===== src/rtl/icache_pkg.sv =====
// Shared types and address helpers for the set-associative instruction cache.
package icache_pkg;

  typedef enum logic {IDLE, FILL} icache_state_t;

  // Fields are carried full-width; callers truncate to the configured widths.
  typedef struct packed {
    logic [31:0] tag;
    logic [31:0] index;
    logic [31:0] word;
  } icache_addr_t;

  function automatic int unsigned tag_width(input int unsigned sets, input int unsigned block_words);
    return 32 - 2 - $clog2(sets) - $clog2(block_words);
  endfunction

  function automatic icache_addr_t split_addr(input logic [31:0] addr, input int unsigned ibits,
                                              input int unsigned wbits);
    icache_addr_t f;
    f.tag   = addr >> (2 + wbits + ibits);
    f.index = (addr >> (2 + wbits)) & ((32'd1 << ibits) - 32'd1);
    f.word  = (addr >> 2) & ((32'd1 << wbits) - 32'd1);
    return f;
  endfunction

  function automatic logic [31:0] build_addr(input icache_addr_t f, input int unsigned ibits,
                                             input int unsigned wbits);
    return ((((f.tag << ibits) | f.index) << wbits) | f.word) << 2;
  endfunction

endpackage


===== src/rtl/icache_sa_if.sv =====
// Fetch-side and memory-side handshake signals of the instruction cache.
interface icache_sa_if;
  logic        imemREN;
  logic [31:0] imemaddr;
  logic        ihit;
  logic [31:0] imemload;
  logic        iREN;
  logic [31:0] iaddr;
  logic        iwait;
  logic [31:0] iload;

  modport slave  (input imemREN, imemaddr, iwait, iload, output ihit, imemload, iREN, iaddr);
  modport master (output imemREN, imemaddr, iwait, iload, input ihit, imemload, iREN, iaddr);
endinterface


===== src/rtl/icache_way.sv =====
// One cache way: tag, valid and block data storage with combinational lookup.
module icache_way #(
  parameter int unsigned SETS        = 8,
  parameter int unsigned BLOCK_WORDS = 2,
  parameter int unsigned TAG_W       = 26,
  parameter int unsigned IW          = 3,
  parameter int unsigned WW          = 1
) (
  input  logic             CLK,
  input  logic             RST,
  input  logic             clr,
  input  logic [IW-1:0]    rd_idx,
  input  logic [WW-1:0]    rd_word,
  input  logic [TAG_W-1:0] rd_tag,
  output logic             match,
  output logic             valid,
  output logic [31:0]      rdata,
  input  logic [IW-1:0]    wr_idx,
  input  logic [WW-1:0]    wr_word,
  input  logic [31:0]      wr_data,
  input  logic             we_data,
  input  logic             we_tag,
  input  logic [TAG_W-1:0] wr_tag
);

  logic [TAG_W-1:0] tags [SETS];
  logic [31:0]      data [SETS][BLOCK_WORDS];
  logic [SETS-1:0]  vbits;

  always_ff @(posedge CLK) begin
    if (we_data) data[wr_idx][wr_word] <= wr_data;
    if (we_tag)  tags[wr_idx] <= wr_tag;
  end

  // Invalidation outranks a completing fill in the same cycle.
  always_ff @(posedge CLK) begin
    if (RST || clr)  vbits <= '0;
    else if (we_tag) vbits[wr_idx] <= 1'b1;
  end

  assign valid = vbits[rd_idx];
  assign match = vbits[rd_idx] && (tags[rd_idx] == rd_tag);
  assign rdata = data[rd_idx][rd_word];

endmodule


===== src/rtl/icache_sa.sv =====
// N-way set-associative instruction cache: same-cycle hits, block fill FSM, hit/miss counters.
module icache_sa import icache_pkg::*; #(
  parameter int unsigned WAYS        = 2,
  parameter int unsigned SETS        = 8,
  parameter int unsigned BLOCK_WORDS = 2,
  parameter int unsigned CNT_W       = 16
) (
  input  logic             CLK,
  input  logic             RST,
  icache_sa_if.slave       bus,
  input  logic             flush,
  input  logic             dbusy,
  output logic [CNT_W-1:0] hit_cnt,
  output logic [CNT_W-1:0] miss_cnt
);

  localparam int unsigned WOFF  = $clog2(BLOCK_WORDS);
  localparam int unsigned IW    = $clog2(SETS);
  localparam int unsigned WW    = (WOFF > 0) ? WOFF : 1;
  localparam int unsigned PW    = (WAYS > 1) ? $clog2(WAYS) : 1;
  localparam int unsigned TAG_W = tag_width(SETS, BLOCK_WORDS);
  localparam logic [WW-1:0] LAST_WORD = WW'(BLOCK_WORDS - 1);

  icache_state_t state, state_n;
  icache_addr_t  req_f, fill_f, out_f;
  logic [31:0]      fill_addr;
  logic [IW-1:0]    req_idx, fill_idx;
  logic [WW-1:0]    req_word, wcnt;
  logic [TAG_W-1:0] req_tag, fill_tag;
  logic [WAYS-1:0]  match, vld;
  logic [31:0]      rdata [WAYS];
  logic [PW-1:0]    hit_way, vsel, victim;
  logic [PW-1:0]    rr [SETS];
  logic             set_full, victim_full;
  logic             hit, miss, iren, we_data, we_tag;

  assign req_f    = split_addr(bus.imemaddr, IW, WOFF);
  assign req_idx  = IW'(req_f.index);
  assign req_word = WW'(req_f.word);
  assign req_tag  = TAG_W'(req_f.tag);
  assign fill_f   = split_addr(fill_addr, IW, WOFF);
  assign fill_idx = IW'(fill_f.index);
  assign fill_tag = TAG_W'(fill_f.tag);

  for (genvar w = 0; w < WAYS; w++) begin : g_way
    icache_way #(
      .SETS(SETS), .BLOCK_WORDS(BLOCK_WORDS), .TAG_W(TAG_W), .IW(IW), .WW(WW)
    ) u_way (
      .CLK(CLK), .RST(RST), .clr(flush),
      .rd_idx(req_idx), .rd_word(req_word), .rd_tag(req_tag),
      .match(match[w]), .valid(vld[w]), .rdata(rdata[w]),
      .wr_idx(fill_idx), .wr_word(wcnt), .wr_data(bus.iload),
      .we_data(we_data && (victim == PW'(w))),
      .we_tag(we_tag && (victim == PW'(w))),
      .wr_tag(fill_tag)
    );
  end

  // Descending scans leave the lowest qualifying way selected.
  always_comb begin
    hit_way  = '0;
    vsel     = rr[req_idx];
    set_full = 1'b1;
    for (int unsigned i = WAYS; i > 0; i--) begin
      if (match[i-1]) hit_way = PW'(i - 1);
      if (!vld[i-1]) begin
        vsel     = PW'(i - 1);
        set_full = 1'b0;
      end
    end
  end

  always_ff @(posedge CLK) begin
    if (RST) state <= IDLE;
    else     state <= state_n;
  end

  always_comb begin
    state_n = state;
    hit     = 1'b0;
    miss    = 1'b0;
    iren    = 1'b0;
    we_data = 1'b0;
    we_tag  = 1'b0;
    case (state)
      IDLE: if (bus.imemREN && !flush) begin
        if (|match) hit = 1'b1;
        else begin
          miss    = 1'b1;
          state_n = FILL;
        end
      end
      FILL: begin
        iren    = !dbusy;
        we_data = iren && !bus.iwait;
        if (we_data && (wcnt == LAST_WORD)) begin
          we_tag  = 1'b1;
          state_n = IDLE;
        end
      end
      default: state_n = IDLE;
    endcase
    if (flush) state_n = IDLE;
  end

  always_comb begin
    out_f      = fill_f;
    out_f.word = 32'(wcnt);
  end

  assign bus.ihit     = hit;
  assign bus.imemload = hit ? rdata[hit_way] : '0;
  assign bus.iREN     = iren;
  assign bus.iaddr    = iren ? build_addr(out_f, IW, WOFF) : '0;

  always_ff @(posedge CLK) begin
    if (RST) begin
      fill_addr   <= '0;
      wcnt        <= '0;
      victim      <= '0;
      victim_full <= 1'b0;
      hit_cnt     <= '0;
      miss_cnt    <= '0;
      for (int unsigned s = 0; s < SETS; s++) rr[s] <= '0;
    end else begin
      if (hit && (hit_cnt != '1)) hit_cnt <= hit_cnt + 1'b1;
      if (miss) begin
        fill_addr   <= bus.imemaddr;
        wcnt        <= '0;
        victim      <= vsel;
        victim_full <= set_full;
        if (miss_cnt != '1) miss_cnt <= miss_cnt + 1'b1;
      end
      if (we_data) wcnt <= wcnt + 1'b1;
      if (flush) begin
        for (int unsigned s = 0; s < SETS; s++) rr[s] <= '0;
      end else if (we_tag && victim_full) begin
        rr[fill_idx] <= (rr[fill_idx] == PW'(WAYS - 1)) ? '0 : rr[fill_idx] + 1'b1;
      end
    end
  end

endmodule


===== src/flat_wrapper.sv =====
// flat-port wrapper written by rule: the top's interface ports become plain ports
module icache_sa_flat import icache_pkg::*;
#(
  parameter int unsigned WAYS        = 2,
  parameter int unsigned SETS        = 8,
  parameter int unsigned BLOCK_WORDS = 2,
  parameter int unsigned CNT_W       = 16
)
  (CLK, RST, flush, dbusy, hit_cnt, miss_cnt, bus_imemREN, bus_imemaddr, bus_iwait, bus_iload, bus_ihit, bus_imemload, bus_iREN, bus_iaddr);
  icache_sa_if bus_i ();
  input  logic CLK;
  input  logic RST;
  input  logic flush;
  input  logic dbusy;
  output logic [CNT_W-1:0] hit_cnt;
  output logic [CNT_W-1:0] miss_cnt;
  input wire logic [$bits(bus_i.imemREN)-1:0] bus_imemREN;
  input wire logic [$bits(bus_i.imemaddr)-1:0] bus_imemaddr;
  input wire logic [$bits(bus_i.iwait)-1:0] bus_iwait;
  input wire logic [$bits(bus_i.iload)-1:0] bus_iload;
  output wire logic [$bits(bus_i.ihit)-1:0] bus_ihit;
  output wire logic [$bits(bus_i.imemload)-1:0] bus_imemload;
  output wire logic [$bits(bus_i.iREN)-1:0] bus_iREN;
  output wire logic [$bits(bus_i.iaddr)-1:0] bus_iaddr;
  assign bus_i.imemREN = bus_imemREN;
  assign bus_i.imemaddr = bus_imemaddr;
  assign bus_i.iwait = bus_iwait;
  assign bus_i.iload = bus_iload;
  assign bus_ihit = bus_i.ihit;
  assign bus_imemload = bus_i.imemload;
  assign bus_iREN = bus_i.iREN;
  assign bus_iaddr = bus_i.iaddr;
  icache_sa #(.WAYS(WAYS), .SETS(SETS), .BLOCK_WORDS(BLOCK_WORDS), .CNT_W(CNT_W)) u_core (.CLK(CLK), .RST(RST), .bus(bus_i), .flush(flush), .dbusy(dbusy), .hit_cnt(hit_cnt), .miss_cnt(miss_cnt));
endmodule

===== config.mk =====
export PLATFORM = sky130hd
export DESIGN_NAME = icache_sa_flat
export DESIGN_NICKNAME = d
export VERILOG_FILES = /design/src/rtl/icache_pkg.sv /design/src/rtl/icache_sa_if.sv /design/src/rtl/icache_way.sv /design/src/rtl/icache_sa.sv /design/src/flat_wrapper.sv
export SDC_FILE = /design/constraint.sdc
export NUM_CORES = 1
export LEC_CHECK = 0
export BUFFER_PORTS_ARGS = -buffer_cell sky130_fd_sc_hd__buf_4
export CAP_MARGIN = 20
export CORE_AREA = 4 4 452 454
export DETAILED_ROUTE_END_ITERATION = 6
export DIE_AREA = 0 0 456 458
export PLACE_DENSITY = 0.45
export SYNTH_ARGS = -nofsm -noshare
export SYNTH_HDL_FRONTEND = slang
export SYNTH_SLANG_ARGS = --single-unit
export TNS_END_PERCENT = 100

===== constraint.sdc =====
create_clock -name CLK -period 4.7 [get_ports CLK]
set_input_delay 0.705 -clock CLK [delete_from_list [all_inputs] [get_ports CLK]]
set_output_delay 0.705 -clock CLK [all_outputs]
set_load 0.1 [all_outputs]

Yosys cells after proc, flatten, opt, wreduce, memory -nomap -nowiden
Memories as Yosys holds them, arrays and structs flattened. A register that Yosys moved wholly into a read port is not among the register bits.
Index checks and enable logic that the tools add are counted.
{"block": "word_totals", "ff_bits": 84, "ram_bits": 1448, "inputBits": 70, "word_cells": 138, "n_memories": 5}
{"block": "op_classes", "addsub": 4, "order_cmp": 7, "eq_ne": 4, "muxes": 70, "bitwise_logic": 17, "reduce_logical": 22}
{"name": "u_core.g_way[0].u_way.data", "depth": 8, "width": 64, "read_ports": 1, "rd_ports_with_merged_regs": 0, "write_ports": 1, "line_no": "icache_way.sv:27", "rtl": "logic [31:0] data [SETS][BLOCK_WORDS];"}
{"name": "u_core.g_way[1].u_way.data", "depth": 8, "width": 64, "read_ports": 1, "rd_ports_with_merged_regs": 0, "write_ports": 1, "line_no": "icache_way.sv:27"}
{"name": "u_core.g_way[0].u_way.tags", "depth": 8, "width": 26, "read_ports": 1, "rd_ports_with_merged_regs": 0, "write_ports": 1, "line_no": "icache_way.sv:26", "rtl": "logic [TAG_W-1:0] tags [SETS];"}
{"name": "u_core.g_way[1].u_way.tags", "depth": 8, "width": 26, "read_ports": 1, "rd_ports_with_merged_regs": 0, "write_ports": 1, "line_no": "icache_way.sv:26"}
{"name": "u_core.rr", "depth": 8, "width": 1, "read_ports": 2, "rd_ports_with_merged_regs": 1, "write_ports": 8, "line_no": "icache_sa.sv:33", "rtl": "logic [PW-1:0] rr [SETS];"}
{"operator": "32-bit 2-to-1 mux", "n": 12}
{"operator": "64-bit 2-to-1 mux", "n": 2}
{"operator": "26-bit equality test", "n": 2}
{"operator": "1-bit 2-to-1 mux", "n": 48}
{"operator": "16-bit by 1-bit adder with 16-bit output, second input constant", "n": 2}
{"operator": "32-bit demux with 1-bit select", "n": 1}
{"operator": "16-bit != test, second input constant", "n": 2}
{"operator": "30-bit by 1-bit bitwise OR with 30-bit output", "n": 1}
{"operator": "29-bit by 3-bit bitwise OR with 29-bit output", "n": 1}
{"operator": "8-bit bitwise OR", "n": 2}
{"operator": "1-bit logical AND", "n": 13}
{"operator": "3-bit 2-to-1 mux", "n": 3}
{"operator": "3-bit by 4-bit less-than comparator with 1-bit output, second input constant", "n": 2}
{"operator": "1-bit bitwise OR", "n": 8}
{"operator": "1-bit binary-select mux with 3-bit select", "n": 2}
{"operator": "2-bit >= comparator, second input constant", "n": 3}
{"operator": "1-bit inverter with 2-bit output", "n": 3}
{"operator": "2-bit OR reduction", "n": 2}
{"operator": "1-bit demux with 3-bit select", "n": 1}
{"operator": "3-bit by 1-bit >= comparator with 1-bit output, second input constant", "n": 1}
{"operator": "1-bit logical NOT", "n": 3}
{"operator": "1-bit adder, second input constant", "n": 2}
{"operator": "2-bit by 1-bit less-than comparator with 1-bit output, second input constant", "n": 1}
{"operator": "1-bit inverter", "n": 2}
{"operator": "5 further kinds", "n": 5}

Depth between registers and ports, before layout
{"block": "logic_depth", "word_depth": 12, "mapped_depth": 16, "ltp_nobuf": 10}

Cells and area by module
From an unflattened synthesis, not the netlist that was laid out.
{"block": "hier_totals", "cells_unflattened": 2789, "area_unflattened_um2": 59548.4}
{"mod": "icache_way (u_core.g_way[0].u_way)", "instances": 1, "cells_per_inst": 1119, "area_each_um2": 27697.8}
{"mod": "icache_way (u_core.g_way[1].u_way)", "instances": 1, "cells_per_inst": 1121, "area_each_um2": 27694.1}
{"mod": "icache_sa", "instances": 1, "cells_per_inst": 549, "area_each_um2": 4156.5}

Worst setup path before layout
Ideal clock, no wire load.
{"block": "synth_path", "kind": "input -> output", "startpoint": "input bus_imemaddr[5]", "endpoint": "output bus_imemload[11]", "arrival_ns": 4.801, "required_ns": 3.995, "path_slack_ns": -0.806, "stages": 13, "path_buffers": 5, "cell_sequence": "buf_2 buf_1 mux4_2 mux2i_1 xor2_1 nand2_1 or4_1 nor4_4 o21ai_2 buf_6 buf_2 buf_1 nor2_1"}
{"block": "synth_between", "elab_chain_cells": 10}
{"element": "from (decl)", "line_no": "flat_wrapper.sv:18", "rtl": "input wire logic [$bits(bus_i.imemaddr)-1:0] bus_imemaddr;"}
{"element": "memory 8 x 26 bit or 1-bit binary-select mux with 3-bit select (tied branches)"}
{"element": "26-bit equality test or 1-bit 2-to-1 mux (tied branches)", "line_no": "icache_way.sv:42", "rtl": "assign match = vbits[rd_idx] && (tags[rd_idx] == rd_tag);"}
{"element": "1-bit logical AND", "line_no": "icache_way.sv:42"}
{"element": "1-bit 2-to-1 mux (2 in a row)", "line_no": "icache_sa.sv:65", "rtl": "if (match[i-1]) hit_way = PW'(i - 1);"}
{"element": "1-bit inverter with 2-bit output (not written as such)", "line_no": "icache_sa.sv:112", "rtl": "assign bus.imemload = hit ? rdata[hit_way] : '0;"}
{"element": "32-bit 2-to-1 mux (not written as such) (3 in a row)", "line_no": "icache_sa.sv:112"}
{"element": "32-bit 2-to-1 mux *", "line_no": "icache_sa.sv:112"}
{"element": "to (decl)", "line_no": "flat_wrapper.sv:22", "rtl": "output wire logic [$bits(bus_i.imemload)-1:0] bus_imemload;"}
Mark *: on every way between the ends. The rest lies on a longest branch, timed or not. The select of a mux whose other input is x is not followed.

Final worst setup path
{"block": "layout_path", "startpoint": "input bus_imemaddr[4]", "endpoint": "output bus_imemload[29]"}
The elaborated chain is that of the path after synthesis.

==> out/metrics.yaml <==
cts_tree: "built"
reg2reg_slack_ns: 0.79
viasPerCell: 4.91
coreArea_um2: 200000
via_count: 29681
cp_max_fo: 105
synth_seq_area_share_pct: 75.6
holdPathStages: 3
hold_start: "bus_imemaddr[21]"
p_leak_nw: 23.3
worst-slew-pin-transition_ns: 1.01
synth_area_leaders: "edfxtp_1, mux4_2, dfxtp_1"
grt_pass1_wl_um: 236000
synth_cells: 2808
setup_slack_ns: -0.401
track_usage_pct: 15.6
synth.distinct_cells: 63
violations: "setup timing"
start_util_pct: 29.9
hold_path_class: "in -> reg"
crit_path_start_kind: "input pin"
synth_top_area_share_pct: 72.8
hpwl_um: 95100
use_met1_pct: 20.3
cts_buffers: 169
grt_util_met2_pct: 27.4
route.detailed.drc: 0
grt_max_degree: 106
area_delta_synth_final_pct: 21.7
setup-violations-final: 33
cts_sinks: 1532
drt_iter0_drc: 2575
die_height_um: 458
min_period_ns: 5.10
drive_gt1_share_pct: 35.6
dieArea_um2: 209000
slew_violations: 0
antenna_found_initial: 7
maxCapViolCount: 0
crit_required_ns: 3.99
worstPathArrival_ns: 4.40
clk_latency_ns: 0.81
drtPass1Iterations: 5
power_mw: 29.2
postLayoutCoreUtil_pct: 36.4
rsz0062_at_grt: "yes"
r2r-end: "u_core.hit_cnt[4]"
fin_worst_skew_ns: 0.0524
wl_um: 165000
io_buffers: 163
grt_overflow: 0
period_share_pct: 109
routedWlPerCell_um: 27.3
clk_pin_slew_worst_paths_ns: 0.06
synth-seq-cells: 1532
r2r-start: "u_core.g_way[0].u_way.tags[7][3]"
hold_viol: 0
synth-edff-count: 1448
cts_hold_buf: 0
postSynthAreaPerCell_um2: 21.3
syn_area_um2: 59800
ir_drop_mv: 0.365
power_density_nw_per_um2: 401
synth_top_flop_cell: "edfxtp_1"
yosys.area.top_type: "edfxtp_1"
async_reset_ff_share_pct: 0
antenna_left: 0
rows: 164
grt.busiest_layer: "met2"
place_ws_ns: -1.09
grt_pass1_vias: 31674
h-tree-depth: 4
fp.dieW_um: 456
place.gp.congestion: 0.781
max_freq_mhz: 196
synth.yosys.warnings: 0
slew_headroom_pct: 32.5
nNetsFinal: 3320
reg2regPathDepth: 14
clockBufferDepth: 3
ios: 168
cts-root-buf: "clkbuf_16"
whs_endpoint: "u_core.fill_addr[21]"
crit_type: "in -> out"
cp-end-kind: "output port"
status: "finished, violations left"
grtUsageMet3_pct: 2.54
## placed cells by master (no fill, tap or decap), types with 34 or more instances in the layout
master / n
nand2_1: 37
mux2i_1: 124
buf_4: 333
nor2_4: 79
xor2_1: 34
buf_12: 66
nor2_1: 64
edfxtp_1: 1448
clkbuf_16: 175
clkbuf_1: 39
mux4_2: 388
dfxtp_1: 84
## where the power goes
part           switching, mW  internal [mW]
clock                   5.49           7.24
sequential            0.0620           14.9
combinational          0.784          0.640
total                   6.34           22.8
## metrics by stage
step	hold slack [ns]	cells	area, µm²	setup TNS (ns)
floorplan	0.432	2809	60000	-0.332
global placement	0.445	5722	66400	-20.96
detailed placement	0.453	5722	66400	-22.86
CTS	0.119	6037	72500	-14.38
global route	0.154	6046	72700	-16.36
finish	0.191	6047	72700	-10.49
## what timing repair did
item | 4_1_cts | 5_1_grt
pin swaps | 5 | 19
buffers inserted | 2 | 7
gates resized for setup | 134 | 30
gates cloned | 1 | 3
endpoints found under the setup margin | 33 | 33
## worst max path at each step
stage | startpoint | to | slack [ns] | cells past startpoint
finish | bus_imemaddr[4] | bus_imemload[29] | -0.40 | 9
global route | u_core.g_way[0].u_way.tags[7][1] | bus_imemload[29] | -0.56 | 14
CTS | u_core.g_way[0].u_way.tags[7][12] | bus_imemload[16] | -0.51 | 14
detailed placement | bus_imemaddr[4] | bus_imemload[29] | -1.09 | 16
global placement | bus_imemaddr[4] | bus_imemload[29] | -1.05 | 16
floorplan | bus_imemaddr[5] | bus_imemload[0] | -0.04 | 14
## logic make-up (layout without fill, tap and decap cells)
family | count (synthesis) | count (layout) | share of synthesized area [%]
other | 1 | 4 | 0.00628
muxes | 576 | 576 | 17.8
and+or+nand+nor | 365 | 365 | 3.13
adders and majority gates | 2 | 2 | 0.0419
buffers and inverters | 152 | 732 | 1.20
xor gates and xnor gates | 43 | 43 | 0.630
AOI/OAI and AO/OA | 137 | 137 | 1.57
DFF | 1532 | 1532 | 75.6
## worst max-delay path, cell delays in order
cell,delay (ns)
buf_12,0.20
buf_4,0.26
buf_12,0.48
buf_4,0.81
mux4_2,0.41
mux4_2,0.55
mux2i_4,0.30
nor2_4,0.08
buf_12,0.17
## sequential cells by signal (all words and copies together), names as in the netlist, named ones only
signal	count
u_core.g_way.u_way.data	1024
u_core.g_way.u_way.tags	416
u_core.fill_addr	29
u_core.g_way.u_way.vbits	16
u_core.hit_cnt	16
u_core.miss_cnt	16
u_core.rr	8
u_core.state	1
u_core.victim	1
u_core.victim_full	1
u_core.wcnt	1
## synthesized netlist by cell type (all sizes together), types with 3 or more instances
cell type	number
or4	12
and4	5
buf	78
a21oi	27
edfxtp	1448
or4b	3
nand2b	7
and2	32
o31ai	10
nor3	10
o22ai	12
clkbuf	66
nor2b	12
mux2i	156
mux4	388
a21bo	4
dfxtp	84
nand4b	3
and3	9
inv	7
a22o	7
nor2	146
nand3b	9
or3	13
o21a	18
xnor2	7
nand3	32
nor4	8
o21ai	22
a221oi	7
nand2	37
mux2	32
xor2	36
nand4	20
a22oi	17
or3b	3
## layout make-up
class / instances / area (µm²)
tap: 2656 / 3320
clock buffer: 216 / 4520
timing repair buffer: 412 / 4070
inverter: 8 / 33.8
fill: 18297 / 127000
sequential: 1532 / 45200
antenna: 2 / 5.00
clock inverter: 96 / 855
multi-input combinational: 1125 / 14700
## per-layer routing
metal	share of wire [%]	vias to the layer above	routed length [µm]
li1	-	12616	-
met1	42	16131	70100
met2	52	724	85200
met3	4.1	210	6810
met4	1.9	0	3120
met5	0	-	0
(Power assumes the default switching activity.)
